<file path="src/rtl/alu_cmp_sequencer.sv">
// Handshaked front-end for the 16-bit ALU comparator: issues one compare and decodes the returned code.
// Optional statistics counters are built only when CMP_STATS_EN is defined.
module alu_cmp_sequencer #(
    parameter int IN_WIDTH      = 16,
    parameter int CMP_OUT_WIDTH = 16,
    parameter int CNT_WIDTH     = 16
) (
    input  logic                     CLK,
    input  logic                     RST,
    input  logic                     REQ_VALID,
    output logic                     REQ_READY,
    input  logic [IN_WIDTH-1:0]      REQ_A,
    input  logic [IN_WIDTH-1:0]      REQ_B,
    input  logic [1:0]               REQ_FUN,
    output logic [IN_WIDTH-1:0]      CMP_A,
    output logic [IN_WIDTH-1:0]      CMP_B,
    output logic [1:0]               CMP_FUN,
    output logic                     CMP_EN,
    input  logic [CMP_OUT_WIDTH-1:0] CMP_OUT,
    input  logic                     CMP_Flag,
    output logic                     RSP_VALID,
    input  logic                     RSP_READY,
    output logic                     RSP_TRUE,
    output logic [1:0]               RSP_FUN,
    output logic                     RSP_ERR,
    output logic [CNT_WIDTH-1:0]     EQ_CNT,
    output logic [CNT_WIDTH-1:0]     GT_CNT,
    output logic [CNT_WIDTH-1:0]     LT_CNT,
    output logic [CNT_WIDTH-1:0]     ERR_CNT
);

    typedef enum logic [1:0] {IDLE, ISSUE, CAPTURE, RESP} state_t;

    state_t r_state;
    state_t w_next;

    logic [IN_WIDTH-1:0]      r_cmp_a;
    logic [IN_WIDTH-1:0]      r_cmp_b;
    logic [1:0]               r_cmp_fun;
    logic                     r_cmp_en;
    logic                     r_rsp_valid;
    logic                     r_rsp_true;
    logic [1:0]               r_rsp_fun;
    logic                     r_rsp_err;

    logic                     w_req_ready;
    logic                     w_accept;
    logic                     w_rsp_done;
    logic [CMP_OUT_WIDTH-1:0] w_expect;
    logic                     w_dec_true;
    logic                     w_dec_err;

    always_ff @(posedge CLK or negedge RST) begin
        if (!RST) r_state <= IDLE;
        else      r_state <= w_next;
    end

    always_comb begin
        w_next = r_state;
        case (r_state)
            IDLE:    if (REQ_VALID) w_next = ISSUE;
            ISSUE:   w_next = CAPTURE;
            CAPTURE: w_next = RESP;
            RESP:    if (RSP_READY) w_next = IDLE;
            default: w_next = IDLE;
        endcase
    end

    always_comb begin
        w_req_ready  = (r_state == IDLE);
        w_accept     = w_req_ready && REQ_VALID;
        w_rsp_done   = (r_state == RESP) && RSP_READY;
        w_expect     = '0;
        w_expect[1:0] = r_cmp_fun;
        w_dec_true   = 1'b0;
        w_dec_err    = 1'b0;
        // Flag check comes first: a missing flag makes any code untrustworthy.
        if (!CMP_Flag)
            w_dec_err = 1'b1;
        else if (CMP_OUT == '0)
            w_dec_true = 1'b0;
        else if (CMP_OUT == w_expect && r_cmp_fun != 2'd0)
            w_dec_true = 1'b1;
        else
            w_dec_err = 1'b1;
    end

    always_ff @(posedge CLK or negedge RST) begin
        if (!RST) begin
            r_cmp_a     <= '0;
            r_cmp_b     <= '0;
            r_cmp_fun   <= '0;
            r_cmp_en    <= 1'b0;
            r_rsp_valid <= 1'b0;
            r_rsp_true  <= 1'b0;
            r_rsp_fun   <= '0;
            r_rsp_err   <= 1'b0;
        end else begin
            r_cmp_en <= w_accept;
            if (w_accept) begin
                r_cmp_a   <= REQ_A;
                r_cmp_b   <= REQ_B;
                r_cmp_fun <= REQ_FUN;
                r_rsp_fun <= REQ_FUN;
            end
            if (r_state == CAPTURE) begin
                r_rsp_valid <= 1'b1;
                r_rsp_true  <= w_dec_true;
                r_rsp_err   <= w_dec_err;
            end else if (w_rsp_done) begin
                r_rsp_valid <= 1'b0;
            end
        end
    end

`ifdef CMP_STATS_EN
    logic [CNT_WIDTH-1:0] r_eq_cnt;
    logic [CNT_WIDTH-1:0] r_gt_cnt;
    logic [CNT_WIDTH-1:0] r_lt_cnt;
    logic [CNT_WIDTH-1:0] r_err_cnt;

    // Saturating counters, updated on the same edge the response is decoded.
    always_ff @(posedge CLK or negedge RST) begin
        if (!RST) begin
            r_eq_cnt  <= '0;
            r_gt_cnt  <= '0;
            r_lt_cnt  <= '0;
            r_err_cnt <= '0;
        end else if (r_state == CAPTURE) begin
            if (w_dec_true) begin
                case (r_cmp_fun)
                    2'd1: if (r_eq_cnt != '1) r_eq_cnt <= r_eq_cnt + 1'b1;
                    2'd2: if (r_gt_cnt != '1) r_gt_cnt <= r_gt_cnt + 1'b1;
                    2'd3: if (r_lt_cnt != '1) r_lt_cnt <= r_lt_cnt + 1'b1;
                    default: ;
                endcase
            end
            if (w_dec_err && r_err_cnt != '1) r_err_cnt <= r_err_cnt + 1'b1;
        end
    end

    assign EQ_CNT  = r_eq_cnt;
    assign GT_CNT  = r_gt_cnt;
    assign LT_CNT  = r_lt_cnt;
    assign ERR_CNT = r_err_cnt;
`else
    assign EQ_CNT  = '0;
    assign GT_CNT  = '0;
    assign LT_CNT  = '0;
    assign ERR_CNT = '0;
`endif

    assign REQ_READY = w_req_ready;
    assign CMP_A     = r_cmp_a;
    assign CMP_B     = r_cmp_b;
    assign CMP_FUN   = r_cmp_fun;
    assign CMP_EN    = r_cmp_en;
    assign RSP_VALID = r_rsp_valid;
    assign RSP_TRUE  = r_rsp_true;
    assign RSP_FUN   = r_rsp_fun;
    assign RSP_ERR   = r_rsp_err;

endmodule

</file>
<file path="config.mk">
export PLATFORM = sky130hd
export DESIGN_NAME = alu_cmp_sequencer
export DESIGN_NICKNAME = d
export VERILOG_FILES = /design/src/rtl/alu_cmp_sequencer.sv
export SDC_FILE = /design/constraint.sdc
export NUM_CORES = 1
export LEC_CHECK = 0
export BUFFER_PORTS_ARGS = -buffer_cell sky130_fd_sc_hd__buf_2
export CAP_MARGIN = 15
export CORE_UTILIZATION = 42
export CTS_BUF_LIST = sky130_fd_sc_hd__clkbuf_8
export DETAILED_ROUTE_END_ITERATION = 7
export GPL_TIMING_DRIVEN = 1
export HOLD_SLACK_MARGIN = 0.08
export PLACE_DENSITY = 0.94
export SETUP_SLACK_MARGIN = 0.5
export SYNTH_ARGS = -nofsm -noshare
export SYNTH_HDL_FRONTEND = slang
export SYNTH_SLANG_ARGS = --single-unit
</file>
<file path="constraint.sdc">
create_clock -name CLK -period 1.7 [get_ports CLK]
set_input_delay 0.085 -clock CLK [delete_from_list [all_inputs] [get_ports CLK]]
set_output_delay 0.085 -clock CLK [all_outputs]
set_load 0.05 [all_outputs]
</file>
# Yosys cells after proc, flatten, opt, wreduce, memory -nomap -nowiden
# Index checks and enable logic that the tools add are counted.
# op_classes
addsub	0
multipliers	0
n_div	0
magnitude_cmp	0
eq_ne	6
shift	0
muxes	11
bitwise_logic	0
n_reduce_logical	8
# op_table
op	n
$eq A16 B2 Y1	1
$logic_not A16 Y1	1
$mux W1	8
$pmux W2 S4	1
$eq A2 B2 Y1 const B	2
$mux W2	2
$ne A2 B2 Y1 const B	2
$reduce_bool A2 Y1	2
$logic_and A1 B1 Y1	3
$eq A2 B1 Y1 const B	1
$logic_not A2 Y1	1
$reduce_and A2 Y1	1
# totals
regBits	40
latch_bits	0
ramBits	0
mem_bits_ro	0
input_bits	55
out_inout_bits	105
wordCells	33
memories	0

# Longest topological paths before layout
# Gate-level depths: netlist (run 1).
# logic_depth
ltp_word	5
ltp_mapped	5

# Least setup slack after synthesis (run 1)
# OpenSTA, ideal clock, no wires.
# synth_path
kind	register to register
from	reg r_state[0]
to	reg r_cmp_a[1] (netlist: CMP_A[1])
setup_ps	128
arrival_time_ps	1694
t_required_ps	1572
setup_slack_ps	-122
path_stages_with_launch	6
path_buffers	1
cell_sequence	dfrtp_1 inv_1 ha_1 nand2_2 buf_2 mux2_1
# synth_via
elab_chain_cells	2
# synth_rtl
element	line_no	text
start, declared	34	state_t r_state;
start signal, assigned	55	else r_state <= w_next;
$logic_not A2 Y1	70	w_req_ready = (r_state == IDLE);
via REQ_READY	11	output logic REQ_READY,
$logic_and A1 B1 Y1	71	w_accept = w_req_ready && REQ_VALID;
end signal, assigned	90	r_cmp_a <= '0;
end signal, assigned	101	r_cmp_a <= REQ_A;
end, declared	37	logic [IN_WIDTH-1:0] r_cmp_a;
# The timed path passes the listed nets, and every way through them passes these cells.
# A chain may end at the register's enable or synchronous reset.

# Worst setup path in the final report (run 1)
# layout_path
from	reg r_state[1]
to	reg r_cmp_a[0] (netlist: CMP_A[0])
# layout_via
elab_chain_cells	2
# layout_rtl
element	line_no
$logic_not A2 Y1	70
$logic_and A1 B1 Y1	71
# Every way passes these cells.

==> results.txt, run 1 <==
The worst endpoint data arrival time is 1.58 ns. The worst hold slack came out at around 0.12 ns. Between clock sinks in the finished design, the worst skew comes to 0.00275 ns. For this run, the number of Yosys warnings is 0. The final cell count without fillers came out at ~380. Across the VDD grid, the largest voltage drop is 1.18 mV. The number of vias per cell after detailed routing is approximately 4.2. The utilization after layout came out at 63.3%. The CTS buffer count came out at 5. The setup TNS is 0 ns. The number of levels the H-tree was split into is 2.

The worst setup path is captured at a register. The leakage power is 0.00158 µW. The number of antenna violations at the first check in global routing came out at 0. The number of hold violations in the final report came to 0.

The proportion of power drawn by combinational gates is 62.6%. The die is around 73 µm wide. The detailed router put a total of around 1800 µm of wire on met1. Summing every instance area after synthesis gives ~2100 µm². The achievable frequency came out at 0.709 GHz.

The instance count after placement with tap cells included came out at 330. Across every metal layer, demand over resource in global routing totals a little under a fifth. Routability-driven placement finished with a final weighted congestion of 0.708. Across the whole layout, storage elements account for between 1000 and 1500 µm². The detail route stage leaves a number of antenna-violating nets equal to 0. The vertical die dimension came out at about 73 µm.

The core box area came out at 4820 µm². The top cell type's share of synthesized area came out at between 40% and 50%. The number of global-route vias before repair is 1,635. The type of the most critical hold path is input port to register.

The average footprint of a synthesized cell is roughly 12 µm². Sequential cells account for 27.7% of the total power. The worst path uses roughly 83% of the clock period. The number of failing setup endpoints in the final timing report is 0. CTS placed an instance of clkbuf_8 at the clock tree root.

The fraction of layout cells with a size suffix above 1 is 51.1%. The maximum number of pins on one net before global-route repair is 24. The flow ran to the end, and the final reports show no timing, DRC or antenna violations. The max capacitance violation total came out at 0. The synthesized netlist cell count is approximately 170. The combined area of the multi-input logic cells is roughly 990 µm².

The overall overflow remaining after global route is 0. The number of standard-cell rows in the floorplan is 25. The clock share of power came out at about a tenth.

160 I/O pins were placed. TritonCTS built the clock tree. The worst setup path is launched from a register. The die outline area is between 5000 and 6000 µm². The dominant cell type by area after synthesis is dfrtp_1. After synthesis, the cell types taking the most area are dfrtp_1 47%, buf_4 23%, mux2_2 16%. The final number of max-transition violations is 0. The maximum buffer depth of the clock tree is 2. The clock transition at the register clock pins on the worst setup and hold paths after CTS is about 0.080 ns. Setup repair after global routing could not meet its margin everywhere. The starting density of the core is between 40 and 50%. At the worst endpoint, the required time is ~1.9 ns. In the detailed route, the total length drawn on met2 is about 2800 µm. The final wirelength is about 4900 µm. The highest fanout seen on the critical path is 18.

The number of synthesized register bits came out at 40. The first detailed-routing pass ran for 3 iterations. The tree built by TritonCTS fans out to 40 sinks. The setup path with the least slack is of type register to register. The post-detailed-route DRC marker count is 0.

The cell-internal power is 2890 µW. The count of input and output buffers came out at 95. The repair_antennas step left the layout with diodes totalling 0. The total power per unit cell area came out at roughly 2000 nW/µm². The wire length of the first global-routing pass is 7510 µm. The final layout net count came out at about 370. The switching share of power is a little over half.

After detailed routing, the average wire length per cell comes to roughly 13 µm. The number of DRC markers in iteration 0 came out at 30. Across all layers, the routed design uses between 1,500 and 2,000 vias.

The filler cells instantiated in the layout total around 370. The sum of net half-perimeters after detailed placement is about 3000 µm. The final critical-path required period came out at 1.41 ns. The top routing layer in use is met4. In this run, distinct cell masters in the synthesized netlist total 26. The clock latency on the worst-skew pair is about 0.28 ns. The part of the Yosys area used for sequential elements came out at between 40% and 50%.

In the detailed route, the total length drawn on met3 is 302 µm. The net load switching power came out at 3290 µW. The area growth from synthesis to layout is 42.6%.
[placed cells by master (no fill, tap or decap), types with 3 or more instances in the layout]
cell type       n
dfrtp_1        38
clkbuf_8        5
mux2_4         10
dlygate4sd3_1  35
conb_1         64
inv_1           3
buf_4           5
ha_4            3
mux2_2         25
buf_2          94
[path summary, 6_finish.rpt]
check / slack (ns) / depth (start not counted) / startpoint / endpoint
min reg2reg: 0.48 / 1 / RSP_VALID$_DFFE_PN0P_ / RSP_VALID$_DFFE_PN0P_
max reg2reg: 0.29 / 4 / r_state[1]$_DFFE_PN0P_ / CMP_A[0]$_DFFE_PN0P_
min: 0.12 / 3 / RSP_READY / RSP_VALID$_DFFE_PN0P_
max: 0.29 / 4 / r_state[1]$_DFFE_PN0P_ / CMP_A[0]$_DFFE_PN0P_
max in group asynchronous: 0.77 / 3 / RST / r_state[1]$_DFFE_PN0P_
min in group asynchronous: 0.27 / 2 / RST / CMP_A[10]$_DFFE_PN0P_
[critical path, stage by stage, from the launching register on]
cell     delay (ns)
dfrtp_2        0.47
inv_2          0.09
ha_4           0.26
nand2_8        0.15
mux2_2         0.31
[stage by stage]
stage          setup WS (ns)  total power, µW  area (µm²)
2_1_floorplan          0.281             4750        2480
3_3_place_gp           0.292             5190        2510
3_5_place_dp           0.159             5280        2510
4_1_cts                0.283             6140        3020
5_1_grt                0.226             6470        3050
6_report               0.289             6180        3050
[what timing repair did]
| action | 4_1_cts | 5_1_grt |
|---|---|---|
| pin swaps | 6 | 3 |
| gates resized for setup | 11 | 1 |
| buffers inserted | 3 | 1 |
| cloned | 1 | 1 |
| setup endpoints to repair | 39 | 39 |
| hold buffers | 35 | 0 |
| endpoints found under the hold margin | 51 | 0 |
[power groups by stage]
stage / clock network, µW / registers (µW) / logic, µW
floorplan: 0 / 3210 / 1540
global placement: 0 / 1680 / 3510
detailed placement: 0 / 1690 / 3590
CTS: 620 / 1700 / 3820
global route: 668 / 1770 / 4040
finish: 601 / 1710 / 3870
[kinds of logic (layout without fill, tap and decap cells)]
kind of cell	count (synthesis)	after routing	synth area share, %
AND/OR/NAND/NOR	11	13	4.80
AO/OA/AOI/OAI	8	8	2.92
multiplexers	35	35	18.4
XOR/XNOR	1	1	0.409
adder cells (fa/ha/maj)	3	3	1.75
other	1	64	0.175
flip-flops	40	40	46.8
buffers and inverters	74	147	24.7
[synth_stat cells]
master / number
nor4_2: 1
nand2b_1: 2
a21boi_0: 2
nor4bb_1: 1
mux2_1: 5
buf_2: 3
nor4b_4: 1
a21o_2: 1
nand2_1: 1
inv_1: 5
dfrtp_1: 40
nand2_2: 1
o32a_2: 1
a21oi_1: 1
mux2_2: 30
o32a_1: 1
buf_4: 66
nor2b_1: 1
nor4b_2: 1
a31oi_1: 1
conb_1: 1
ha_1: 3
xnor2_1: 1
nor4_1: 1
nand4_1: 1
o22ai_1: 1
[sequential cells by signal, indices dropped and copies added, names as in the netlist]
| name | cells |
|---|---|
| CMP_A | 16 |
| RSP_FUN | 2 |
| CMP_B | 16 |
| r_state | 2 |
| RSP_VALID | 1 |
| RSP_ERR | 1 |
| CMP_EN | 1 |
| RSP_TRUE | 1 |
[area by class of cell]
cell class | instances | area share [%]
clock buffer | 5 | 2.26
clock inverter | 2 | 0.410
inverter | 5 | 0.615
multi-input combinational | 124 | 32.6
sequential | 40 | 32.9
tap | 67 | 2.75
timing repair buffer | 135 | 28.5
[routing by layer]
| metal | global-route usage (%) | up-vias |
|---|---|---|
| li1 | - | 723 |
| met1 | 19.8 | 759 |
| met2 | 36.3 | 86 |
| met3 | 6.04 | 6 |
| met4 | 5.13 | 0 |
| met5 | 0 | - |
No activity file was read; power rests on OpenSTA's default activity.
==> inputs of run 2 (changes only) <==
==> constraint.sdc (replaced) <==
create_clock -name CLK -period 1.3 [get_ports CLK]
set_input_delay 0.065 -clock CLK [delete_from_list [all_inputs] [get_ports CLK]]
set_output_delay 0.065 -clock CLK [all_outputs]
set_load 0.05 [all_outputs]
==> results.txt, run 2 (synthesis results as in run 1) <==
Outcome: finished, violations left (was finished, final reports clean). The final reports fail on negative hold slack, negative setup slack. The fraction of layout cells with a size suffix above 1 is 53.1% (was 51.1%). The overall overflow remaining after global route is 0 (unchanged). The weighted congestion at the end of routability-driven global placement is 0.702 (was 0.708). The maximum ir drop on the vdd rail came out at 1.84 mV (was 1.18 mV). The timing startpoint of the critical path was r_state[1]$_DFFE_PN0P_ (unchanged). The relative area change from synthesis to final layout is 60.8% (was 42.6%). The net load switching power came to 4540 µW (was 3290 µW).

The max capacitance violation total is 0 (unchanged). The total power per unit cell area came out at 2790 nW/µm² (was 2030 nW/µm²). The utilization after layout is 71.4% (was 63.3%). The final wirelength was 5210 µm (was 4950 µm). The final critical-path required period is about 1.4 ns. The switching share of power was 47.3% (was 53.2%). The number of antenna violations at the first check in global routing came out at 0 (unchanged). The pre-CTS setup slack was -0.181 ns (was 0.159 ns). The worst endpoint data arrival time is 1.33 ns (was 1.58 ns). The worst hold slack came out at -0.309 ns (was 0.124 ns). The number of antenna diodes is 0 (unchanged). The number of levels the H-tree was split into came out at 2 (unchanged). The capturing instance or port of the critical path is REQ_READY (was CMP_A[0]$_DFFE_PN0P_).

The most common cell after layout, fill and taps aside was conb_1 (was buf_2). The wire length of the first global-routing pass came out at 7950 µm (was 7510 µm). Unrepaired setup endpoints after global routing: true (unchanged). The fraction of power consumed by sequential logic is 24.9% (was 27.7%). The proportion of power drawn by combinational gates is 63.5% (was 62.6%).

The boundary pin count is 160 (unchanged). The number of hold violations in the final report is 17 (was 0). The minimum setup slack in the final design is -0.0925 ns (was 0.289 ns). The number of global-route vias before repair is 1,641 (was 1,635).

The maximum buffer depth of the clock tree came to 2 (unchanged). The worst path required time is 1.24 ns (was 1.87 ns). The root buffer cell was clkbuf_8 (unchanged).

The horizontal die dimension came out at 73.4 µm (unchanged). The endpoint of the most critical register-to-register path is RSP_ERR$_DFFE_PN0P_ (was CMP_A[0]$_DFFE_PN0P_). The sum of net half-perimeters after detailed placement is 2950 µm (was 3000 µm). The number of standard-cell rows in the floorplan is 25 (unchanged). The worst reg-to-reg setup slack came out at -0.09 ns (was 0.29 ns).

Timing would allow up to between 0.7 and 0.8 GHz. The critical path start-end classification is register to output pin (was register to register). The number of vias per cell after detailed routing was 4.08 (was 4.16). The global router's overall resource usage came out at 20.2% (was 19.0%). The number of failing setup endpoints in the final timing report was 38 (was 0). The highest fanout seen on the critical path is 5 (was 18). The setup TNS came out at -1.38 ns (was 0 ns).

The clock share of power came out at 11.6% (was 9.7%). The cell-internal power came out at 5070 µW (was 2890 µW). The post-detailed-route DRC marker count came to 0 (unchanged). The vertical die dimension came to 73.4 µm (unchanged). The starting density of the core came out at 44.4% (unchanged).

The type of origin of the critical path is a register (unchanged). The CTS tree is done (unchanged). The count of cells along the worst register-to-register path is 5 (was 4).

The average wire length per cell after detail routing was 13.3 µm (was 13.1 µm). Most frequent cells in the layout: 64 x conb_1, 54 x buf_2, 38 x buf_6 (was 94 x buf_2, 64 x conb_1, 38 x dfrtp_1). The TritonCTS sink count is 40 (unchanged).

The die outline area came out at 5380 µm² (unchanged). The number of DRC markers in iteration 0 is 13 (was 30). The number of nets still failing antenna checks after routing is 0 (unchanged). The type of the most critical hold path was input port to asynchronous set/reset pin (was input port to register). The leakage power was 0.00174 µW (was 0.00158 µW).

The launching point of the worst reg2reg path is r_state[0]$_DFFE_PN0P_ (was r_state[1]$_DFFE_PN0P_). The first-pass iteration count of the detailed router is 3 (unchanged). The final critical path takes up 107% of the cycle.

The core box area came to 4820 µm² (unchanged). The clock transition at the register clock pins on the worst setup and hold paths after CTS is 0.08 ns (about the same). The maximum number of pins on one net before global-route repair came out at 20 (was 24). The final layout net count is 381 (was 369).

The final worst clock skew is 0.00467 ns (was 0.00275 ns). The total number of vias is 1,597 (was 1,574). The count of input and output buffers is 95 (unchanged). The kind of end point of the critical path is an output pin (was register).

The clock latency on the worst-skew pair was 0.29 ns (was 0.28 ns). The CTS buffer count came to 5 (unchanged). The final number of max-transition violations is 0 (unchanged).
## run 2: cell types whose count changed in the layout (fill, tap and decap cells not counted), sizes merged
cell      delta
clkinv       -1
bufinv       +1
buf         +12
clkinvlp     -1
clkbuf       +2
## run 2: worst min path at each step
stage                      endpoint  slack [ns]  cells after the start  startpoint
5_1_grt        CMP_A[3]$_DFFE_PN0P_       -0.29                      1         RST
3_3_place_gp   CMP_B[4]$_DFFE_PN0P_        0.01                      1         RST
4_1_cts        CMP_B[3]$_DFFE_PN0P_       -0.30                      1         RST
2_1_floorplan  CMP_A[0]$_DFFE_PN0P_       -0.23                      0         RST
3_5_place_dp   CMP_B[4]$_DFFE_PN0P_        0.02                      1         RST
6_report       CMP_A[3]$_DFFE_PN0P_       -0.31                      1         RST
## run 2: stage by stage
step / power, µW / std cells / hold WS [ns] / instance area (µm²)
2_1_floorplan: 6260 / 236 / -0.231 / 2490
3_3_place_gp: 6840 / 333 / 0.0113 / 2530
3_5_place_dp: 6940 / 333 / 0.0187 / 2530
4_1_cts: 9340 / 382 / -0.302 / 3360
5_1_grt: 10000 / 391 / -0.293 / 3440
6_report: 9610 / 391 / -0.309 / 3440
## run 2: critical path: stages (launching register included)
cell,delay (ns)
dfrtp_2,0.45
inv_2,0.08
ha_4,0.24
buf_6,0.13
buf_8,0.13
## run 2: cell type report
type                    count  area, µm²
clock inverters             1       30.0
well taps                  67       83.8
multi-input cells         124        971
clock buffers               7       96.3
flip-flops and latches     40       1000
repair buffers            147       1240
fillers                   314       1380
inverters                   5       18.8
## run 2: power by group through the flow
| stage | Clock [µW] | Combinational [µW] | Sequential [µW] |
|---|---|---|---|
| finish | 1120 | 6100 | 2390 |
| global route | 1190 | 6350 | 2460 |
| CTS | 1140 | 5840 | 2360 |
| detailed placement | 0 | 4720 | 2230 |
| global placement | 0 | 4640 | 2200 |
| floorplan | 0 | 2060 | 4210 |
## run 2: repair_timing
item / in CTS / in global routing
cloned: 1 / 1
pin swaps: 3 / 1
setup buffers: 6 / 7
hold endpoints to repair: 57 / 18
hold buffers: 34 / 1
setup endpoints to repair: 81 / 81
gates resized for setup: 93 / 2
## run 2: routing by layer
metal  up-vias  track usage, %  share of wire [%]
met5         -               0                  0
met2        89            39.1                 57
li1        752               -                  -
met4         0            5.77               0.96
met3         6            5.76                6.5
met1       750            21.1                 36
==> inputs of run 3 (changes only) <==
--- a/config.mk
+++ b/config.mk
@@ -5,7 +5,7 @@
 export SDC_FILE = /design/constraint.sdc
 export NUM_CORES = 1
 export LEC_CHECK = 0
-export BUFFER_PORTS_ARGS = -buffer_cell sky130_fd_sc_hd__buf_2
+export BUFFER_PORTS_ARGS = -buffer_cell sky130_fd_sc_hd__buf_4
 export CAP_MARGIN = 15
 export CORE_UTILIZATION = 42
 export CTS_BUF_LIST = sky130_fd_sc_hd__clkbuf_8
==> results.txt, run 3 (synthesis results as in run 1) <==
The critical path start-end classification is register to register (was register to output pin). The number of hold violations in the final report came out at 0 (was 17). The combined area of the multi-input logic cells came to 993 µm² (was 971 µm²).

The cell-internal power came out at 4810 µW (was 5070 µW). The achievable frequency is 0.706 GHz (was 0.718 GHz). The instance count after placement with tap cells included is 331 (was 333). The number of antenna violations at the first check in global routing came out at 0 (unchanged). The leakage power came to 0.00171 µW (was 0.00174 µW). The average wire length per cell after detail routing is 13.5 µm (was 13.3 µm). The maximum number of pins on one net before global-route repair is 41 (was 20).

The clock latency on the worst-skew pair is 0.28 ns (was 0.29 ns). The fraction of power consumed by sequential logic is 25.7% (was 24.9%). The final worst clock skew is 0.00575 ns (was 0.00467 ns). Most frequent cells in the layout: 65 x buf_4, 64 x conb_1, 39 x buf_6 (was 64 x conb_1, 54 x buf_2, 38 x buf_6).

The worst reg-to-reg setup slack is -0.12 ns (was -0.09 ns). The launching point of the worst reg2reg path is r_state[0]$_DFFE_PN0P_ (unchanged). The TritonCTS sink count came out at 40 (unchanged).

The number of DRC markers in iteration 0 is 19 (was 13). The weighted congestion at the end of routability-driven global placement is 0.676 (was 0.702). The fraction of layout cells with a size suffix above 1 came out at 54.2% (was 53.1%).

The final critical-path required period came out at 1.42 ns (was 1.39 ns). The post-detailed-route DRC marker count is 0 (unchanged). The overall overflow remaining after global route is 0 (unchanged).

The fill cell instance count of the final layout came out at 337 (was 314). The endpoint of the most critical register-to-register path is RSP_ERR$_DFFE_PN0P_ (unchanged). The CTS tree is done (unchanged). The number of global-route vias before repair is 1,618 (was 1,641).

The highest fanout seen on the critical path came to 3 (was 5). The worst path required time is 1.47 ns (was 1.24 ns). The portion of the clock cycle consumed by the worst path in the final layout is 109% (was 107%).

The die outline area is 5380 µm² (unchanged). The clock transition at the register clock pins on the worst setup and hold paths after CTS was 0.08 ns (about the same). Unrepaired setup endpoints after global routing: true (unchanged). The relative area change from synthesis to final layout came to 59.9% (was 60.8%).

The vertical die dimension is 73.4 µm (unchanged). The maximum ir drop on the vdd rail was 1.96 mV (was 1.84 mV). The final number of max-transition violations came to 0 (unchanged). The core box area came to 4820 µm² (unchanged). For hold timing, the worst endpoint is CMP_B[9]$_DFFE_PN0P_. The horizontal die dimension came out at 73.4 µm (unchanged). The number of standard-cell rows in the floorplan came to 25 (unchanged). The first-pass iteration count of the detailed router is 4 (was 3). The worst hold slack is 0.0122 ns (was -0.309 ns). The kind of end point of the critical path is a register (was output pin). The number of failing setup endpoints in the final timing report came to 38 (unchanged). The number of levels the H-tree was split into came out at 2 (unchanged). The root buffer cell was clkbuf_8 (unchanged).

The wire length of the first global-routing pass came to 7740 µm (was 7950 µm). Worst path cell trace: inv_2 -> ha_4 -> nor4b_4 -> nand4_1 -> o32a_1 (was inv_2 -> ha_4 -> buf_6 -> buf_8). The worst endpoint data arrival time came out at 1.59 ns (was 1.33 ns). The final wirelength came to 5070 µm (was 5210 µm). The type of the most critical hold path is input port to register (was input port to asynchronous set/reset pin). The most common cell after layout, fill and taps aside is buf_4 (was conb_1). Violated checks: negative setup slack (was negative hold slack, negative setup slack). The boundary pin count came out at 160 (unchanged). Outcome: finished, violations left (unchanged).

The count of buffer and inverter cells on the critical path is 1 (was 3). The final cell count without fillers is 375 (was 391). The net load switching power is 4510 µW (was 4540 µW).

The count of input and output buffers is 95 (unchanged). The utilization after layout is 71.0% (was 71.4%). The proportion of power drawn by combinational gates was 66.2% (was 63.5%). The starting density of the core is 44.4% (unchanged). The sum of net half-perimeters after detailed placement came to 3070 µm (was 2950 µm). The largest stage delay on the critical path came out at 0.41 ns (was 0.45 ns).

The cell with the biggest individual delay on the critical path is dfrtp_1 (was dfrtp_2). The placed standard-cell area came out at 2750 µm² (was 2530 µm²). The number of antenna diodes is 0 (unchanged). The number of vias per cell after detailed routing came out at 4.09 (was 4.08).

The clock share of power came out at 8.1% (was 11.6%). The max capacitance violation total is 0 (unchanged). The global router's overall resource usage came out at 19.5% (was 20.2%).

The switching share of power is 48.4% (was 47.3%). The maximum buffer depth of the clock tree is 2 (unchanged). The worst hold path passes through 2 cells.

The final layout net count is 366 (was 381). The type of origin of the critical path was a register (unchanged). The total power per unit cell area came out at 2720 nW/µm² (was 2790 nW/µm²). The worst hold path begins at REQ_B[9].

The area taken by flip-flops and latches was 1000 µm² (unchanged). The count of cells along the worst register-to-register path is 5 (unchanged). The number of nets still failing antenna checks after routing was 0 (unchanged). The minimum setup slack in the final design is -0.116 ns (was -0.0925 ns). The total number of vias came out at 1,535 (was 1,597). The kind of cell with the highest combined delay on the critical path is flip-flops (unchanged). The final instance area is 3420 µm² (was 3440 µm²). The CTS buffer count is 5 (unchanged).
==> run 3: what timing repair did <==
action | 4_1_cts | 5_1_grt
buffers inserted | 11 | 1
endpoints found under the hold margin | 74 | 12
hold buffers | 23 | 1
endpoints found under the setup margin | 81 | 81
pin swaps | 7 | 1
cloned | 1 | 0
gates resized for setup | 59 | 1
==> run 3: power by group through the flow <==
stage / Sequential, µW / Combinational, µW / Clock (µW)
CTS: 2370 / 6110 / 799
floorplan: 4210 / 2060 / 0
finish: 2390 / 6170 / 759
global placement: 2220 / 5050 / 0
global route: 2470 / 6440 / 843
detailed placement: 2260 / 5120 / 0
==> run 3: worst max path at each step <==
stage / from / end / slack (ns) / cells past startpoint
floorplan: r_state[1]$_DFFE_PN0P_ / CMP_B[10]$_DFFE_PN0P_ / -0.12 / 5
global placement: r_state[0]$_DFFE_PN0P_ / RSP_ERR$_DFFE_PN0P_ / -0.14 / 5
detailed placement: r_state[0]$_DFFE_PN0P_ / RSP_ERR$_DFFE_PN0P_ / -0.20 / 5
CTS: r_state[0]$_DFFE_PN0P_ / RSP_ERR$_DFFE_PN0P_ / -0.12 / 5
global route: r_state[0]$_DFFE_PN0P_ / RSP_ERR$_DFFE_PN0P_ / -0.16 / 5
finish: r_state[0]$_DFFE_PN0P_ / RSP_ERR$_DFFE_PN0P_ / -0.12 / 5
==> run 3: through the flow <==
step                power [µW]  worst slack, ns  setup TNS [ns]
floorplan                 6260           -0.119           -3.19
global placement          7270           -0.138           -3.24
detailed placement        7380           -0.200           -4.69
CTS                       9280           -0.123           -3.11
global route              9760           -0.163           -4.63
finish                    9320           -0.116           -2.59
==> run 3: cell type report <==
| type | instances | area share, % |
|---|---|---|
| multi-input cells | 123 | 29.0 |
| inverters | 5 | 0.549 |
| clock buffers | 5 | 2.01 |
| repair buffers | 133 | 36.3 |
| flip-flops and latches | 40 | 29.4 |
| well taps | 67 | 2.45 |
| clock inverters | 2 | 0.256 |
==> run 3: worst reg2reg max path, delay by kind of cell, from the launching register on <==
family | cells | cell delay, ns
AO/OA/AOI/OAI | 1 | 0.32
adder cells (fa/ha/maj) | 1 | 0.14
buffers and inverters | 1 | 0.11
flip-flops | 1 | 0.41
AND/OR/NAND/NOR | 2 | 0.34
==> run 3: layer usage <==
metal  GRT usage [%]  wire length, µm  vias to the layer above
met1            20.3             1750                      734
met5               0                0                        -
li1                -                -                      713
met3            5.49              365                        2
met2            38.1             2930                       86
met4            5.13               17                        0
